<file path="config.mk">
export PLATFORM = sky130hd
export DESIGN_NAME = dirty_byte_encoder
export DESIGN_NICKNAME = d
export VERILOG_FILES = /design/src/rtl/dirty_byte_encoder.sv
export SDC_FILE = /design/constraint.sdc
export NUM_CORES = 1
export LEC_CHECK = 0
export ABC_AREA = 1
export CAP_MARGIN = 40
export CELL_PAD_IN_SITES_DETAIL_PLACEMENT = 1
export CELL_PAD_IN_SITES_GLOBAL_PLACEMENT = 1
export CORE_ASPECT_RATIO = 0.5
export CORE_MARGIN = 10
export CORE_UTILIZATION = 42
export CTS_BUF_LIST = sky130_fd_sc_hd__clkbuf_4
export DETAILED_ROUTE_END_ITERATION = 10
export PLACE_DENSITY_LB_ADDON = 0.1
export SLEW_MARGIN = 5
export SYNTH_ARGS = -nofsm -noshare
export SYNTH_HDL_FRONTEND = slang
export SYNTH_SLANG_ARGS = --single-unit
export TNS_END_PERCENT = 10
</file>
<file path="constraint.sdc">
create_clock -name clk -period 3.94 [get_ports clk]
set_input_delay 0.985 -clock clk [delete_from_list [all_inputs] [get_ports clk]]
set_output_delay 0.985 -clock clk [all_outputs]
set_load 0.01 [all_outputs]
</file>
<file path="src/rtl/dirty_byte_encoder.sv">
// dirty_byte_encoder
//   Walks the dirty-byte mask of one cache line and serializes each dirty
//   byte with its encoded byte offset, lowest offset first, one byte per
//   out_valid/out_ready handshake. It sits between the cache data array and
//   the write-back path for partial-line write-backs.
//
//   Optional feature macro: DBE_ABORT_EN
//     When defined, an abort input is added. abort=1 in SEND drops the rest
//     of the line without a done pulse, and it takes priority over a transfer
//     in the same cycle.
//
// Ports
//   clk         in   rising-edge clock
//   rst_n       in   asynchronous active-low reset
//   load        in   capture load_mask/load_line (ignored while busy)
//   load_mask   in   dirty-byte mask, bit i = byte i dirty
//   load_line   in   line data, byte i = load_line[DATA_W*i +: DATA_W]
//   busy        out  high while serializing a line
//   out_valid   out  out_offset/out_byte/out_last are valid
//   out_ready   in   downstream accepts the current byte
//   abort       in   (DBE_ABORT_EN only) drop the remainder of the line
//   out_offset  out  offset of the lowest remaining dirty byte
//   out_byte    out  data byte at out_offset
//   out_last    out  current byte is the final dirty byte
//   done        out  one-cycle pulse once a line is fully serialized
module dirty_byte_encoder #(
   parameter int unsigned LINE_BYTES = 16,
   parameter int unsigned OFF_W      = 4,
   parameter int unsigned DATA_W     = 8
) (
   input  logic                         clk,
   input  logic                         rst_n,
   input  logic                         load,
   input  logic [LINE_BYTES-1:0]        load_mask,
   input  logic [LINE_BYTES*DATA_W-1:0] load_line,
   output logic                         busy,
   output logic                         out_valid,
   input  logic                         out_ready,
`ifdef DBE_ABORT_EN
   input  logic                         abort,
`endif
   output logic [OFF_W-1:0]             out_offset,
   output logic [DATA_W-1:0]            out_byte,
   output logic                         out_last,
   output logic                         done
);

   typedef enum logic {
      IDLE = 1'b0,
      SEND = 1'b1
   } state_t;

   state_t                       state_q, state_d;
   logic [LINE_BYTES-1:0]        mask_q, mask_d;
   logic [LINE_BYTES*DATA_W-1:0] line_q, line_d;
   logic                         done_q, done_d;

   logic [OFF_W-1:0]             enc_off;
   logic                         single_bit;
   logic                         sending;
   logic                         abort_hit;

`ifdef DBE_ABORT_EN
   assign abort_hit = abort;
`else
   assign abort_hit = 1'b0;
`endif

   assign sending = (state_q == SEND);

   // Priority encoder: first set bit scanning upward wins.
   always_comb begin
      logic found;
      enc_off = '0;
      found   = 1'b0;
      for (int unsigned i = 0; i < LINE_BYTES; i++) begin
         if (mask_q[i] && !found) begin
            enc_off = OFF_W'(i);
            found   = 1'b1;
         end
      end
   end

   // Exactly one bit set: nonzero and clearing the lowest set bit leaves zero.
   assign single_bit = (mask_q != '0) &&
                       ((mask_q & (mask_q - LINE_BYTES'(1))) == '0);

   always_comb begin
      busy       = sending;
      out_valid  = sending;
      out_offset = '0;
      out_byte   = '0;
      out_last   = 1'b0;
      done       = done_q;
      if (sending) begin
         out_offset = enc_off;
         out_byte   = line_q[DATA_W*enc_off +: DATA_W];
         out_last   = single_bit;
      end
   end

   always_comb begin
      state_d = state_q;
      mask_d  = mask_q;
      line_d  = line_q;
      done_d  = 1'b0;
      case (state_q)
         IDLE: begin
            if (load) begin
               if (load_mask != '0) begin
                  mask_d  = load_mask;
                  line_d  = load_line;
                  state_d = SEND;
               end else begin
                  // Nothing dirty: report completion without entering SEND.
                  done_d = 1'b1;
               end
            end
         end
         SEND: begin
            if (abort_hit) begin
               mask_d  = '0;
               state_d = IDLE;
            end else if (out_ready) begin
               mask_d[enc_off] = 1'b0;
               if (single_bit) begin
                  state_d = IDLE;
                  done_d  = 1'b1;
               end
            end
         end
      endcase
   end

   always_ff @(posedge clk or negedge rst_n) begin
      if (!rst_n) begin
         state_q <= IDLE;
         mask_q  <= '0;
         line_q  <= '0;
         done_q  <= 1'b0;
      end else begin
         state_q <= state_d;
         mask_q  <= mask_d;
         line_q  <= line_d;
         done_q  <= done_d;
      end
   end

endmodule

</file>
# --- Yosys cells after proc, flatten, opt, wreduce, memory -nomap -nowiden ---
# Cells that the tools add are included.
op_classes:
  addsub: 1
  n_bitwise: 4
  shifts: 1
  eq_ne: 3
  mux: 49
  n_reduce_logical: 37
  order_cmp: 2
ops:
  columns: ["op", "n"]
  rows:
  - ["128-bit by 8-bit indexed part select with 8-bit output", 1]
  - ["16-bit 2-to-1 mux", 3]
  - ["4-bit 2-to-1 mux", 10]
  - ["16-bit AND", 2]
  - ["16-bit one-hot mux with 2 select lines", 1]
  - ["16-bit nonzero test", 2]
  - ["1-bit 2-to-1 mux", 26]
  - ["1-bit logical AND", 17]
  - ["16-bit logical NOT", 1]
  - ["16-bit NOT", 1]
  - ["16-bit by 1-bit subtractor with 16-bit output (second input constant)", 1]
  - ["1-bit logical NOT", 15]
  - ["3-bit 2-to-1 mux", 3]
  - ["8-bit 2-to-1 mux", 1]
  - ["2-bit != test (second input constant)", 3]
  - ["3-bit AND reduction", 2]
  - ["4-bit by 5-bit less-than comparator with 1-bit output (second input constant)", 1]
  - ["1-bit demux with 4-bit select", 1]
  - ["4-bit by 1-bit greater-or-equal comparator with 1-bit output (second input constant)", 1]
  - ["2-bit 2-to-1 mux", 2]
  - ["1-bit one-hot mux with 2 select lines", 2]
  - ["1-bit NOT", 1]
totals:
  out_inout_bits: 16
  ff_bits: 146
  in_bits: 148
  elab_cells: 101

# --- Logic depth before layout (Yosys ltp) ---
# Gate-level depths: netlist (run 1).
logic_depth:
  word_depth: 54
  mapped_depth: 18
  ltp_nobuf: 16

# --- Worst setup path before layout (run 1) ---
# Ideal clock, no wire load.
synth_timing:
  path_kind: "register to output"
  start: "reg mask_q[2]"
  end: "out out_byte[0]"
  required_time_ns: 2.955
  path_buffers: 2
  arrival_time_ns: 1.826
  path_stages_with_launch: 16
  setup_slack_ns: 1.129
  path_cell_list: "dfrtp_1 nor2_4 nand2_4 nor2_8 o211ai_1 nand2_2 nand2_4 buf_6 buf_6 nand2_1 o21ai_0 nand2_1 nand2_1 nand2_1 nand2_1 nor2_1"
synth_via:
  elab_chain_len: 43
  word_cells_on_any_way: 56
  classes_between: "shift (1); mux (28); reduce/logical (27)"
synth_lines:
  columns: ["item", "line", "source"]
  rows:
  - ["start, declared", "54", "logic [LINE_BYTES-1:0] mask_q, mask_d;"]
  - ["start signal, assigned", "143", "mask_q <= mask_d;"]
  - ["1-bit logical AND *", "77", "if (mask_q[i] && !found) begin"]
  - ["1-bit 2-to-1 mux", "77", null]
  - ["1-bit logical NOT", "77", null]
  - ["1-bit logical AND", "77", null]
  - ["1-bit 2-to-1 mux", "77", null]
  - ["1-bit logical NOT", "77", null]
  - ["1-bit logical AND", "77", null]
  - ["1-bit 2-to-1 mux", "77", null]
  - ["[27 not listed]", null, null]
  - ["1-bit logical NOT", "77", null]
  - ["1-bit logical AND", "77", null]
  - ["1-bit 2-to-1 mux", "77", null]
  - ["1-bit logical NOT", "77", null]
  - ["1-bit logical AND", "77", null]
  - ["4-bit 2-to-1 mux *", "77", null]
  - ["128-bit by 8-bit indexed part select with 8-bit output *", "97", "out_byte = line_q[DATA_W*enc_off +: DATA_W];"]
  - ["8-bit 2-to-1 mux *", "95", "if (sending) begin"]
  - ["end, declared", "43", "output logic [DATA_W-1:0] out_byte,"]
# Mark *: on every way between the ends. The rest lies on a longest branch, timed or not.

# --- Worst setup path in the final report (run 1) ---
layout_timing:
  start: "reg mask_q[0]"
  end: "out out_byte[1]"
layout_via:
  elab_chain_len: 48
  word_cells_on_any_way: 62
  classes_between: "shift (1); mux (31); reduce/logical (30)"
layout_lines:
  columns: ["item", "line"]
  rows:
  - ["1-bit 2-to-1 mux *", "77"]
  - ["1-bit logical NOT", "77"]
  - ["1-bit logical AND", "77"]
  - ["1-bit 2-to-1 mux", "77"]
  - ["1-bit logical NOT", "77"]
  - ["1-bit logical AND", "77"]
  - ["1-bit 2-to-1 mux", "77"]
  - ["1-bit logical NOT", "77"]
  - ["[32 not listed]", null]
  - ["1-bit logical NOT", "77"]
  - ["1-bit logical AND", "77"]
  - ["1-bit 2-to-1 mux", "77"]
  - ["1-bit logical NOT", "77"]
  - ["1-bit logical AND", "77"]
  - ["4-bit 2-to-1 mux *", "77"]
  - ["128-bit by 8-bit indexed part select with 8-bit output *", "97"]
  - ["8-bit 2-to-1 mux *", "95"]
# Marked as above.

==> results by group, run 1 <==
Detailed routing
  – DRC: 0
  – DR vias/cell: 5.27
  – Pre-Repair DR Iteration Count: 5
  – Antenna Nets Post-Route: 0
  – Routed wire per std cell: 20.1 µm
  – Vias: 7247
  – Initial DRC count: 411
  – Post-Route WL: 27600 µm

Synth
  – Async SR Flop Fraction: 100%
  – Top_reg_cell synth: dfrtp_1
  – Register area share after synthesis: 47.6%
  – #FFs+latches synth: 146
  – Cells after synthesis: 966
  – Share of the synthesized area in the top cell type: 47.6%
  – Yosys cell types: 34
  – Number of synthesized flops with an enable pin: 0
  – Mapped Area: 0.00767 mm²
  – Avg Cell Area, Syn: 7.94 µm²
  – Leading area contributor after synthesis: dfrtp_1
  – Net count after synthesis: 1114
  – Synth area leaders: dfrtp_1 (48%), nand2_1 (14%), mux2_2 (8.2%)
  – Syn. warnings: 0

Power and ir drop
  – P per Cell Area: 630 mW/mm²
  – Worst vdd ir: 0.000237 V
  – Pleak: 0.00495 µW

Die
  – Initial Utilization: 43.5%
  – # rows: 34
  – Die H: 116 µm
  – Die ar.: 0.0244 mm²
  – # IOs: 164
  – Chip width: 211 µm
  – Core ar.: 0.0177 mm²

Timing
  – Min Hold Slack: 0.431 ns
  – Setup Viol. Count Final: 0
  – RSZ-0062 raised after global routing: yes
  – Worst Tran Pin Value: 0.792 ns
  – Post-route minimum period: 3.90 ns
  – Pins Over Slew Limit: 0
  – Peak Freq: 0.257 GHz
  – Hold Vio Cnt, Final: 0
  – Final Cycle Share: 98.9%
  – Max-slew headroom: 47.2%
  – Final worst-path setup slack: 0.0433 ns
  – Worst clock skew: 0.0282 ns

Clock tree
  – Clock insertion delay at the later pin of the skew report: 0.60 ns
  – Total CTS buffers: 17
  – CTS tree: done
  – H-Tree Depth: 4
  – CTS Buffer Depth: 2
  – Clock Sinks: 146
  – Clk root buf: clkbuf_4
  – # hold bufs at CTS: 0
  – Worst-path clk slew: 0.14 ns

Setup path
  – Required @ worst endpoint: 2.95 ns
  – CP Capture Type: primary output
  – Kind of critical path: reg -> out
  – Startpoint types: register
  – Critical path peak fanout: 6
  – Arrival @ worst endpoint: 2.91 ns

Global routing
  – Total Routing Usage GR: 21.1%
  – First-pass GRT wire length: 40600 µm
  – Initial antenna violation count: 0
  – Largest net degree at the start of global routing: 104
  – Grt ovf: 0
  – Vias in the first global route: 7573

Run
  – Max_cap viols: 0

Cells and area
  – Leading cell types in the layout, fill and taps excluded: nand2_1 (272), clkdlybuf4s50_1 (151), dfrtp_1 (142), nor2_1 (99), inv_1 (90)
  – # fillers: 2085
  – NumNets Final: 1277
  – FF/Latch Area: 0.00366 mm²
  – Antenna Cells: 0
  – Commonest non-fill, non-tap cell in the layout: nand2_1
  – Layout cells sized above 1: 15.9%
  – Syn-to-layout area delta: 33.7%
  – Multi-input logic area: 0.00355 mm²

Run status
  – Status: finished clean

Placement
  – IO buf count: 163
  – Gp weighted congestion: 0.862
  – Post-DP HPWL: 19300 µm
  – Setup slack at placement: 0.275 ns

Worst hold path
  – Worst hold path type: in -> async
## layout make-up
| type | instances | area share, % |
|---|---|---|
| Sequential cell | 146 | 35.7 |
| Multi-Input combinational cell | 673 | 34.6 |
| Timing Repair Buffer | 197 | 20.6 |
| Inverter | 94 | 3.44 |
| Tap cell | 234 | 2.85 |
| Clock inverter | 15 | 1.52 |
| Clock buffer | 17 | 1.24 |
## metal layers
metal | vias up | GRT usage, % | wire length [µm]
met2 | 160 | 36.1 | 13500
met5 | - | 0 | 0
met1 | 3662 | 27.1 | 12500
met4 | 0 | 4.46 | 261
li1 | 3400 | - | -
met3 | 25 | 4.58 | 1340
## power breakdown
part           internal [µW]  switching, µW  leakage [µW]
Clock                    382            629      0.000150
Combinational           1370           1800       0.00316
Sequential              2000            283       0.00163
Total                   3750           2710       0.00495
## path summary, 6_finish.rpt
| path | from | to | slack [ns] | depth (start not counted) |
|---|---|---|---|---|
| setup reg to reg | mask_q[0] | busy | 1.67 | 12 |
| hold reg to reg | line_q[34] | line_q[34] | 0.52 | 1 |
| hold / removal | rst_n | line_q[47] | 0.43 | 1 |
| min in group clk | line_q[34] | line_q[34] | 0.52 | 1 |
| max in group asynchronous | rst_n | line_q[90] | 2.68 | 2 |
| setup / recovery | mask_q[0] | out_byte[1] | 0.04 | 15 |
## cells by family after synthesis
| family | count (synthesis) | share of synthesized area (%) |
|---|---|---|
| AOI/OAI and AO/OA | 138 | 9.51 |
| buffers and inverters | 149 | 8.19 |
| DFF | 146 | 47.6 |
| muxes | 56 | 8.22 |
| and+or+nand+nor | 477 | 26.5 |
## synth_stat cells (2+ instances only)
library cell and number:
nand2_1 283, dfrtp_1 146, nor2_1 110, inv_1 91, a21oi_1 74, mux2_2 56, nand3_1 35, o21ai_0 29
clkbuf_1 27, nand3b_1 25, buf_2 19, a31oi_1 14, o21ai_1 13, buf_6 5, nor2_2 5, nor4_1 4
o211ai_1 4, nand2_4 3, buf_1 2, buf_4 2, clkinv_1 2, nand2_2 2, nand4_1 2, nor2_4 2
or2_2 2
## metrics by stage
| step | util (%) | total power, µW | instances | setup TNS, ns | instance area, µm² |
|---|---|---|---|---|---|
| 2_1_floorplan | - | 3930 | 966 | 0 | 7670 |
| 3_3_place_gp | 54.1 | 4820 | 1327 | 0 | 9540 |
| 3_5_place_dp | 54.1 | 4930 | 1327 | 0 | 9540 |
| 4_1_cts | 56.4 | 6080 | 1363 | -0.0802 | 9950 |
| 5_1_grt | 58.1 | 6900 | 1376 | -0.726 | 10300 |
| 6_report | 58.1 | 6460 | 1376 | 0 | 10300 |
## worst max-delay path, stage by stage, from the launching register on
cell and delay (ns):
dfrtp_1 0.45, nor2_4 0.17, nand2_4 0.12, nor2_8 0.16
o211ai_1 0.15, nand2_4 0.21, nand2_8 0.13, clkbuf_16 0.19
nand2_2 0.06, nand2_1 0.06, nand2_1 0.08, nand2_2 0.07
nand2_1 0.06, nand3_1 0.07, nor2_2 0.17, buf_2 0.16
## state kept, by name (all words and copies together), names as in the netlist
signal  flops
busy        1
done        1
mask_q     16
line_q    128
## repair_timing
item,CTS,global route
gates resized for setup,40,47
endpoints found under the setup margin,9,10
pin swaps,0,12
gates cloned,2,11
buffers inserted,2,2
Power figures use the tool's default switching activity.
==> run 2: changes to the inputs <==
--- a/config.mk
+++ b/config.mk
@@ -9,7 +9,7 @@
 export CAP_MARGIN = 40
 export CELL_PAD_IN_SITES_DETAIL_PLACEMENT = 1
 export CELL_PAD_IN_SITES_GLOBAL_PLACEMENT = 1
-export CORE_ASPECT_RATIO = 0.5
+export CORE_ASPECT_RATIO = 0.75
 export CORE_MARGIN = 10
 export CORE_UTILIZATION = 42
 export CTS_BUF_LIST = sky130_fd_sc_hd__clkbuf_4
==> results by group, run 2 (synthesized netlist as in run 1, its figures left out) <==
Run status
  – Status: finished clean

Clock tree
  – H-Tree Depth: 4 (unchanged)
  – CTS Buffer Depth: 2 (unchanged)
  – Clock insertion delay at the later pin of the skew report: 0.60 ns (about the same)
  – Worst-path clk slew: 0.15 ns (about the same)
  – Clock Sinks: 146 (unchanged)
  – CTS tree: done
  – Clk root buf: clkbuf_4
  – # hold bufs at CTS: 0 (unchanged)
  – Total CTS buffers: 17 (unchanged)

Timing
  – Hold Vio Cnt, Final: 0 (unchanged)
  – Max-slew headroom: 62.4% (+15 points)
  – Worst Tran Pin Value: 0.564 ns (-0.228 ns)
  – Post-route minimum period: 3.81 ns (-0.0881 ns)
  – Peak Freq: 0.263 GHz (+2.3%)
  – Pins Over Slew Limit: 0 (unchanged)
  – Final Cycle Share: 96.7% (-2.2 points)
  – RSZ-0062 raised after global routing: yes
  – Setup Viol. Count Final: 0 (unchanged)
  – Worst clock skew: 0.0236 ns (-0.00468 ns)

Placement
  – Gp weighted congestion: 0.865 (+0.37%)
  – Post-DP HPWL: 18600 µm (-3.3%)
  – IO buf count: 163 (unchanged)
  – Placed cell count: 1333 (+0.45%)
  – DP Area: 0.00954 mm² (about the same)

Setup path
  – CP Capture Type: primary output
  – Critical path peak fanout: 33 (+27)
  – Worst stage delay on the critical path: 0.44 ns (about the same)
  – R2R Path Start: busy
  – Most used cell, CP: nand2_1
  – Kind of critical path: reg -> out
  – CP cell instances: nor2_4 -> nand2_4 -> nor2_2 -> nand2_1 -> nand2_1 -> nand2_2 -> buf_4 -> buf_12 -> nand3b_1 -> nand2_1 -> nand2_1 -> nand2_1 -> nand2_1 -> nand3_1 -> nor2_2 -> buf_2
  – CP max stage cell: dfrtp_1
  – Arrival @ worst endpoint: 2.82 ns (-0.09 ns)
  – Critical Path Source: mask_q[0]
  – Required @ worst endpoint: 2.95 ns (about the same)
  – Startpoint types: register

Power and ir drop
  – Worst vdd ir: 0.000248 V (+4.7%)
  – Pleak: 0.00484 µW (-2.2%)
  – Design Power: 6050 µW (-6.4%)
  – P per Cell Area: 605 mW/mm² (-3.9%)

Cells and area
  – Finished Cell Area: 0.0100 mm² (-2.6%)
  – Leading cell types in the layout, fill and taps excluded: nand2_1 (281), clkdlybuf4s50_1 (151), dfrtp_1 (142), nor2_1 (105), inv_1 (89)
  – Register name with the most flops: line_q
  – NumNets Final: 1270 (-0.55%)
  – Syn-to-layout area delta: 30.3%
  – Top Registers: line_q: 128 flops, mask_q: 16 flops
  – Max reg flops: 128 (unchanged)
  – Commonest non-fill, non-tap cell in the layout: nand2_1
  – Layout cells sized above 1: 13.8% (-2.2 points)
  – Finished Layout Cells: 1377 (+0.073%)

Die
  – Chip width: 176 µm (-17%)
  – Die H: 137 µm (+19%)
  – # rows: 42 (+24%)
  – Core ar.: 0.0178 mm² (+0.61%)
  – # IOs: 164 (unchanged)
  – Initial Utilization: 43.2% (-0.26 points)
  – Die ar.: 0.0241 mm² (-1.1%)

Worst hold path
  – Worst hold path type: in -> async

Detailed routing
  – Antenna Nets Post-Route: 0 (unchanged)
  – Post-Route WL: 25400 µm (-8.1%)
  – Pre-Repair DR Iteration Count: 5 (unchanged)
  – Initial DRC count: 456 (+11%)
  – Vias: 7019 (-3.1%)
  – DRC: 0 (unchanged)
  – DR vias/cell: 5.10 (-3.2%)
  – Routed wire per std cell: 18.4 µm (-8.1%)

Global routing
  – Initial antenna violation count: 1 (+1)
  – Vias in the first global route: 7490 (-1.1%)
  – Largest net degree at the start of global routing: 103 (-0.96%)
  – Grt ovf: 0 (unchanged)
  – First-pass GRT wire length: 40700 µm (+0.29%)
  – Total Routing Usage GR: 21.2% (+0.14 points)

Run
  – Max_cap viols: 0 (unchanged)
-- run 2: changes by cell type in the layout (fill, tap and decap cells not counted), moves of 2 or more --
cell	before	now
nand2_2	12	4
nor2_2	13	8
nand2_8	3	1
o21ai_2	3	1
o21ai_0	22	26
buf_4	16	18
clkbuf_16	8	0
nand2_1	272	281
nor2_1	99	105
nand3_2	3	1
o21ai_1	17	15
nand3_1	31	33
-- run 2: what timing repair did --
item / 4_1_cts / 5_1_grt
resized for setup: 49 / 14
endpoints found under the setup margin: 11 / 10
setup buffers: 8 / 3
cloned: 1 / 0
pin swaps: 3 / 9
-- run 2: worst max-delay path, delay by kind of cell, from the launching register on --
kind | cells | cell delay (ns)
simple gates | 13 | 1.29
buf+inv | 3 | 0.47
flops | 1 | 0.44
-- run 2: worst paths after layout --
path                                    end  slack (ns)  cells after the start
max in group asynchronous        line_q[29]        2.65                      2
min in group clk                 line_q[86]        0.51                      1
worst min-delay path             line_q[57]        0.33                      1
worst max register to register   line_q[92]        1.72                      7
worst max-delay path            out_byte[2]        0.13                     16
worst min register to register   line_q[86]        0.51                      1
-- run 2: layer usage --
layer  share of wire [%]  track usage (%)  routed length, µm  up-vias
met1                  48             28.0              12100     3439
li1                    -                -                  -     3388
met5                   0                0                  0        -
met2                  45             33.5              11500      159
met3                 5.1             5.56               1290       33
met4                 1.7             6.53                437        0
-- run 2: through the flow --
step | TNS [ns] | hold slack [ns] | worst slack (ns) | utilization (%)
floorplan | 0 | 0.470 | 1.13 | -
global placement | 0 | 0.480 | 0.203 | 53.7
detailed placement | 0 | 0.487 | 0.173 | 53.7
CTS | -0.0394 | 0.311 | -0.0394 | 56.1
global route | -0.298 | 0.325 | -0.0681 | 56.3
finish | 0 | 0.328 | 0.131 | 56.3
-- run 2: cell type report --
cell class                      count  area (µm²)
Clock buffer                       18         135
Fill cell                        2208        7770
Multi-Input combinational cell    671        3450
Timing Repair Buffer              192        1940
Inverter                           94         353
Antenna cell                        1        2.50
Clock inverter                     13         160
Tap cell                          242         303
Sequential cell                   146        3660
-- run 2: report_power, final --
group	switching [µW]	total [µW]	internal (µW)
Clock	585	1030	443
Combinational	1610	2760	1140
Sequential	266	2270	2000
Total	2460	6050	3590
